File: src/rtl/cmd_resp_rx_if.sv
// cmd_resp_rx_if: CMD-line response receiver bus.
// master = command/register side (drives pad sample, enable and arm/config),
// slave  = cmd_resp_rx (drives status, payload and error flags).
interface cmd_resp_rx_if;
    logic         clk_en_i;
    logic         cmd_i;
    logic         start_rx_i;
    logic         long_resp_i;
    logic         check_crc_i;
    logic         check_index_i;
    logic [5:0]   expected_index_i;
    logic         busy_o;
    logic         done_o;
    logic [119:0] resp_o;
    logic         timeout_err_o;
    logic         crc_err_o;
    logic         end_bit_err_o;
    logic         index_err_o;

    modport master (
        output clk_en_i, cmd_i, start_rx_i, long_resp_i, check_crc_i,
               check_index_i, expected_index_i,
        input  busy_o, done_o, resp_o, timeout_err_o, crc_err_o,
               end_bit_err_o, index_err_o
    );

    modport slave (
        input  clk_en_i, cmd_i, start_rx_i, long_resp_i, check_crc_i,
               check_index_i, expected_index_i,
        output busy_o, done_o, resp_o, timeout_err_o, crc_err_o,
               end_bit_err_o, index_err_o
    );
endinterface

File: src/rtl/cmd_resp_rx.sv
// cmd_resp_rx: SD CMD-line response receiver (48-bit R1/R3/R6/R7, 136-bit R2).
// Waits up to TimeoutCycles enables for a start bit, deserialises the frame
// MSB-first and reports payload plus timeout/CRC/end-bit/index errors.
// Optional feature: define SDHCI_CMD_RX_CRC_EN to build the CRC7 checker;
// otherwise crc_err_o is tied low and check_crc_i is ignored.
module cmd_resp_rx #(
    parameter int unsigned TimeoutCycles = 64
) (
    input  logic          clk_i,
    input  logic          rst_i,
    cmd_resp_rx_if.slave  bus
);

    typedef enum logic [1:0] {IDLE, WAIT_START, RECEIVE, FINISH} state_t;

    state_t       state_q, state_d;
    logic         accept, wait_tick, timeout_hit, start_seen, shift_en, last_bit;
    logic         cfg_long, cfg_check_index;
    logic [5:0]   cfg_index;
    logic [7:0]   wait_q, bit_q;
    logic [126:0] frame_q;
    logic [127:0] next_frame;
    logic         trans_q;
    logic [119:0] resp_q;
    logic         tmo_q, crc_q_err, end_q, idx_q;
    logic         crc_bad;

    // Only the low 128 frame bits are kept; bits 135:128 of an R2 carry no payload.
    assign next_frame = {frame_q, bus.cmd_i};

    // State register.
    always_ff @(posedge clk_i) begin
        if (rst_i) state_q <= IDLE;
        else       state_q <= state_d;
    end

    // Next-state decode, datapath strobes and status outputs.
    always_comb begin
        state_d     = state_q;
        accept      = 1'b0;
        wait_tick   = 1'b0;
        timeout_hit = 1'b0;
        start_seen  = 1'b0;
        shift_en    = 1'b0;
        last_bit    = 1'b0;
        bus.busy_o  = (state_q != IDLE);
        bus.done_o  = (state_q == FINISH);
        case (state_q)
            IDLE: begin
                if (bus.start_rx_i) begin
                    accept  = 1'b1;
                    state_d = WAIT_START;
                end
            end
            WAIT_START: begin
                if (bus.clk_en_i) begin
                    if (!bus.cmd_i) begin
                        start_seen = 1'b1;
                        state_d    = RECEIVE;
                    end else begin
                        wait_tick = 1'b1;
                        if (wait_q + 8'd1 == 8'(TimeoutCycles)) begin
                            timeout_hit = 1'b1;
                            state_d     = FINISH;
                        end
                    end
                end
            end
            RECEIVE: begin
                if (bus.clk_en_i) begin
                    shift_en = 1'b1;
                    if (bit_q == (cfg_long ? 8'd135 : 8'd47)) begin
                        last_bit = 1'b1;
                        state_d  = FINISH;
                    end
                end
            end
            FINISH:  state_d = IDLE;
            default: state_d = IDLE;
        endcase
    end

`ifdef SDHCI_CMD_RX_CRC_EN
    logic [6:0] crc_q;
    logic       cfg_check_crc;
    logic       crc_feed, crc_fb;

    // bit_q is the 0-based position of the bit being sampled.
    assign crc_feed = cfg_long ? (bit_q >= 8'd8 && bit_q <= 8'd127) : (bit_q <= 8'd39);
    assign crc_fb   = bus.cmd_i ^ crc_q[6];
    assign crc_bad  = cfg_check_crc && (crc_q != next_frame[7:1]);

    // Serial CRC7 (x^7+x^3+1) over the payload bits as they arrive.
    always_ff @(posedge clk_i) begin
        if (rst_i) begin
            crc_q         <= '0;
            cfg_check_crc <= 1'b0;
        end else if (accept) begin
            crc_q         <= '0;
            cfg_check_crc <= bus.check_crc_i;
        end else if (shift_en && crc_feed) begin
            crc_q <= {crc_q[5:3], crc_q[2] ^ crc_fb, crc_q[1:0], crc_fb};
        end
    end
`else
    assign crc_bad = 1'b0;
`endif

    // Config latch, counters, shift register and result/flag capture.
    always_ff @(posedge clk_i) begin
        if (rst_i) begin
            cfg_long        <= 1'b0;
            cfg_check_index <= 1'b0;
            cfg_index       <= '0;
            wait_q          <= '0;
            bit_q           <= '0;
            frame_q         <= '0;
            trans_q         <= 1'b0;
            resp_q          <= '0;
            tmo_q           <= 1'b0;
            crc_q_err       <= 1'b0;
            end_q           <= 1'b0;
            idx_q           <= 1'b0;
        end else begin
            if (accept) begin
                cfg_long        <= bus.long_resp_i;
                cfg_check_index <= bus.check_index_i;
                cfg_index       <= bus.expected_index_i;
                wait_q          <= '0;
                bit_q           <= '0;
                frame_q         <= '0;
                trans_q         <= 1'b0;
                resp_q          <= '0;
                tmo_q           <= 1'b0;
                crc_q_err       <= 1'b0;
                end_q           <= 1'b0;
                idx_q           <= 1'b0;
            end
            if (wait_tick)   wait_q <= wait_q + 8'd1;
            if (timeout_hit) tmo_q  <= 1'b1;
            if (start_seen)  bit_q  <= 8'd1;
            if (shift_en) begin
                frame_q <= next_frame[126:0];
                bit_q   <= bit_q + 8'd1;
                // Transmission bit is the second bit on the wire for both lengths.
                if (bit_q == 8'd1) trans_q <= bus.cmd_i;
                // Results are captured with the last bit so they are valid with done_o.
                if (last_bit) begin
                    resp_q    <= cfg_long ? next_frame[127:8] : {88'b0, next_frame[39:8]};
                    end_q     <= trans_q | ~next_frame[0];
                    idx_q     <= cfg_check_index & ~cfg_long & (next_frame[45:40] != cfg_index);
                    crc_q_err <= crc_bad;
                end
            end
        end
    end

    assign bus.resp_o        = resp_q;
    assign bus.timeout_err_o = tmo_q;
    assign bus.crc_err_o     = crc_q_err;
    assign bus.end_bit_err_o = end_q;
    assign bus.index_err_o   = idx_q;

endmodule

File: src/flat_wrapper.sv
// flat-port wrapper written by rule: the top's interface ports become plain ports
module cmd_resp_rx_flat 
#(
    parameter int unsigned TimeoutCycles = 64
)
  (clk_i, rst_i, bus_clk_en_i, bus_cmd_i, bus_start_rx_i, bus_long_resp_i, bus_check_crc_i, bus_check_index_i, bus_expected_index_i, bus_busy_o, bus_done_o, bus_resp_o, bus_timeout_err_o, bus_crc_err_o, bus_end_bit_err_o, bus_index_err_o);
  cmd_resp_rx_if bus_i ();
  input  logic clk_i;
  input  logic rst_i;
  input wire logic [$bits(bus_i.clk_en_i)-1:0] bus_clk_en_i;
  input wire logic [$bits(bus_i.cmd_i)-1:0] bus_cmd_i;
  input wire logic [$bits(bus_i.start_rx_i)-1:0] bus_start_rx_i;
  input wire logic [$bits(bus_i.long_resp_i)-1:0] bus_long_resp_i;
  input wire logic [$bits(bus_i.check_crc_i)-1:0] bus_check_crc_i;
  input wire logic [$bits(bus_i.check_index_i)-1:0] bus_check_index_i;
  input wire logic [$bits(bus_i.expected_index_i)-1:0] bus_expected_index_i;
  output wire logic [$bits(bus_i.busy_o)-1:0] bus_busy_o;
  output wire logic [$bits(bus_i.done_o)-1:0] bus_done_o;
  output wire logic [$bits(bus_i.resp_o)-1:0] bus_resp_o;
  output wire logic [$bits(bus_i.timeout_err_o)-1:0] bus_timeout_err_o;
  output wire logic [$bits(bus_i.crc_err_o)-1:0] bus_crc_err_o;
  output wire logic [$bits(bus_i.end_bit_err_o)-1:0] bus_end_bit_err_o;
  output wire logic [$bits(bus_i.index_err_o)-1:0] bus_index_err_o;
  assign bus_i.clk_en_i = bus_clk_en_i;
  assign bus_i.cmd_i = bus_cmd_i;
  assign bus_i.start_rx_i = bus_start_rx_i;
  assign bus_i.long_resp_i = bus_long_resp_i;
  assign bus_i.check_crc_i = bus_check_crc_i;
  assign bus_i.check_index_i = bus_check_index_i;
  assign bus_i.expected_index_i = bus_expected_index_i;
  assign bus_busy_o = bus_i.busy_o;
  assign bus_done_o = bus_i.done_o;
  assign bus_resp_o = bus_i.resp_o;
  assign bus_timeout_err_o = bus_i.timeout_err_o;
  assign bus_crc_err_o = bus_i.crc_err_o;
  assign bus_end_bit_err_o = bus_i.end_bit_err_o;
  assign bus_index_err_o = bus_i.index_err_o;
  cmd_resp_rx #(.TimeoutCycles(TimeoutCycles)) u_core (.clk_i(clk_i), .rst_i(rst_i), .bus(bus_i));
endmodule
File: config.mk
export PLATFORM = sky130hd
export DESIGN_NAME = cmd_resp_rx_flat
export DESIGN_NICKNAME = d
export VERILOG_FILES = /design/src/rtl/cmd_resp_rx_if.sv /design/src/rtl/cmd_resp_rx.sv /design/src/flat_wrapper.sv
export SDC_FILE = /design/constraint.sdc
export NUM_CORES = 1
export LEC_CHECK = 0
export ABC_AREA = 1
export BUFFER_PORTS_ARGS = -buffer_cell sky130_fd_sc_hd__buf_2
export CAP_MARGIN = 20
export CELL_PAD_IN_SITES_DETAIL_PLACEMENT = 0
export CELL_PAD_IN_SITES_GLOBAL_PLACEMENT = 1
export CORE_ASPECT_RATIO = 1.5
export CORE_MARGIN = 4
export CORE_UTILIZATION = 46
export DETAILED_ROUTE_END_ITERATION = 10
export HOLD_SLACK_MARGIN = 0.08
export PLACE_DENSITY = 0.9
export SLEW_MARGIN = 10
export SYNTH_ARGS = -nofsm -noshare
export SYNTH_HDL_FRONTEND = slang
export SYNTH_SLANG_ARGS = --single-unit
export TNS_END_PERCENT = 10
File: constraint.sdc
create_clock -name clk_i -period 4.4 [get_ports clk_i]
set_input_delay 0.44 -clock clk_i [delete_from_list [all_inputs] [get_ports clk_i]]
set_output_delay 0.44 -clock clk_i [all_outputs]
set_load 0.02 [all_outputs]
==> flow_metrics.tcl <==
set metrics [dict create \
    cp-end-kind "flip-flop" \
    clock_skew_ps 12.7 \
    clk_latency_ps 520 \
    synth_seq_area_share_pct 51.5 \
    fin_crit_ps 2890 \
    cap_violations 0 \
    io_buffers 138 \
    path_cells "inv_1, ha_1, nand2_1, inv_4, nand4_4, buf_4, buf_4, nand3_1, a21oi_1" \
    grt_pass1_wl_um 40700 \
    synth.distinct_cells 36 \
    fin_tns_setup_ps 0 \
    arrival_ps 3320 \
    synth.avg_cell_area_um2 8.15 \
    cpLargestDelayFamily "buffers and inverters" \
    p_per_area_nw_per_um2 445 \
    antennaDiodeCount 0 \
    cts_hold_buf 0 \
    max_stage_delay_ps 710 \
    cts_resized 0 \
    cp_num_buf_inv 4 \
    fmax_mhz 346 \
    antenna_found_initial 0 \
    synthFlopType "dfxtp_1" \
    dieArea_um2 26100 \
    cts_max_path_buffers 3 \
    numClockSinks 278 \
    hold_ws_ps 187 \
    cpMostUsedCell "buf_4" \
    synth_top_cell_area_share_pct 51.5 \
    core-area_um2 23100 \
    wire_per_inst_um 14.0 \
    routabilityCongestion 0.788 \
    die_w_um 133 \
    grt_overflow 0 \
    dp_hpwl_um 14000 \
    async_flop_share_pct 0 \
    ir_drop_v 0.000415 \
    worstSetupPathType "reg -> reg" \
    rows 68 \
    hold_viol 0 \
    synth-seq-cells 278 \
    slew-limit-headroom_pct 28.3 \
    synthTopCellsByArea "dfxtp_1, nand2_1, a21oi_1" \
    synth_edf_count 0 \
    synth_warnings 0 \
    final_cells 1728 \
    area_growth_pct 14.1 \
    synth_area_um2 10800 \
    drtAntennaViolNets 0 \
    critPathLaunchType "flip-flop" \
    ys_top_cells_by_count "nand2_1, dfxtp_1, a21oi_1" \
    grt_start_max_net_pins 135 \
    synthCells 1326 \
    routed_via_density 5.24 \
    worst_pin_slew_ps 1080 \
    drcViolationCount 0 \
    dr.pass1.iters 4 \
    leakagePower_nw 4.31 \
    dpl_worst_slack_ps 1540 \
    grtUsageTotal_pct 17.9 \
    cts_max_level 1 \
    rsz0062_at_grt "no" \
    period_share_pct 65.6 \
    die_h_um 196 \
    yosysTopAreaCell "dfxtp_1" \
    vias 9050 \
    clkTransAtPathRegs_ps 70 \
    postCtsSetupBuffers 0 \
    slowest_stage "buf_4" \
    floorplan.initialDensity_pct 46.9 \
    wirelength_um 24200 \
    cts-root-buf "clkbuf_16" \
    setup_viol 0 \
    cts_inserted_buffers 26 \
    io_pins 140 \
    hold_class "in -> reg" \
    crit_fanout 77 \
    required_ps 4830 \
    synth.most_common_cell "nand2_1" \
    cts_tree "done" \
    synth_nets 1349 \
    dp_cells 1681 \
    drive_gt1_share_pct 20.2 \
    worst_slack_ps 1510 \
    grt_pass1_vias 8652 \
    first_iter_violations 613 \
    finalMaxSlewViolations 0 \
    num-nets-final 1417 \
    status "finished, final reports clean" \
]
worst reg2reg max path: stages (launching register included):
cell and delay (ps):
dfxtp_1 380, inv_1 120, ha_1 230, nand2_1 170, inv_4 170, nand4_4 170
buf_4 420, buf_4 710, nand3_1 240, a21oi_1 200
worst paths after layout:
path,startpoint,end,slack (ps),depth (start not counted)
max reg2reg,u_core.state_q[0],u_core.bus.resp_o[89],1510,9
min,bus_check_index_i,u_core.cfg_check_index,190,3
min reg2reg,u_core.bus.crc_err_o,u_core.bus.crc_err_o,440,2
max,u_core.state_q[0],u_core.bus.resp_o[89],1510,9
where the power goes:
group,internal [mW],switching [mW],leakage (nW)
clock,1.24,0.957,0.418
sequential,2.55,0.0584,2.24
combinational,0.125,0.555,1.65
total,3.92,1.57,4.31
stage by stage:
step | total power, mW | area, um^2 | utilization (%)
finish | 5.49 | 12300 | 53.5
global route | 5.73 | 12300 | 53.5
CTS | 5.57 | 12300 | 53.5
detailed placement | 3.35 | 11500 | 49.8
global placement | 3.34 | 11500 | 49.8
floorplan | 3.18 | 10800 | -
per-layer routing:
layer / vias up / routed length (um) / track usage, %
met1: 4259 / 10600 / 22.2
met4: 0 / 460 / 4.99
li1: 4584 / - / -
met3: 34 / 984 / 2.33
met5: - / 0 / 0
met2: 173 / 12200 / 32.5
kinds of logic (layout without fill, tap and decap cells):
| kind of cell | count (synthesis) | in the layout | share of synthesized area (%) |
|---|---|---|---|
| AOI/OAI and AO/OA | 296 | 296 | 15.5 |
| and+or+nand+nor | 598 | 598 | 25.3 |
| adders and majority gates | 9 | 9 | 1.04 |
| buffers and inverters | 137 | 224 | 6.04 |
| xor gates and xnor gates | 8 | 8 | 0.648 |
| DFF | 278 | 278 | 51.5 |
sequential cells by signal, summed over array words and instances (netlist names):
signal and cells:
u_core.state_q 2, u_core.wait_q 8, u_core.cfg_index 6, u_core.bit_q 8
u_core.trans_q 1, u_core.bus.index_err_o 1, u_core.bus.resp_o 120, u_core.bus.end_bit_err_o 1
u_core.cfg_long 1, u_core.bus.crc_err_o 1, u_core.bus.timeout_err_o 1, u_core.frame_q 127
u_core.cfg_check_index 1
layout make-up:
cell class | instances | area, um^2
fill | 2241 | 10700
inverter | 29 | 116
multi-input combinational | 911 | 4590
clock inverter | 10 | 58.8
timing repair buffer | 148 | 812
clock buffer | 37 | 785
tap | 315 | 394
sequential | 278 | 5570
layout by cell type (no fill, tap or decap), drive strengths merged, types with 9 or more instances in the layout:
cell	n
nand2	339
dfxtp	278
a21oi	267
nand3	223
buf	147
clkbuf	38
inv	29
nor2	24
o21ai	15
ha	9
(Power assumes the default switching activity.)
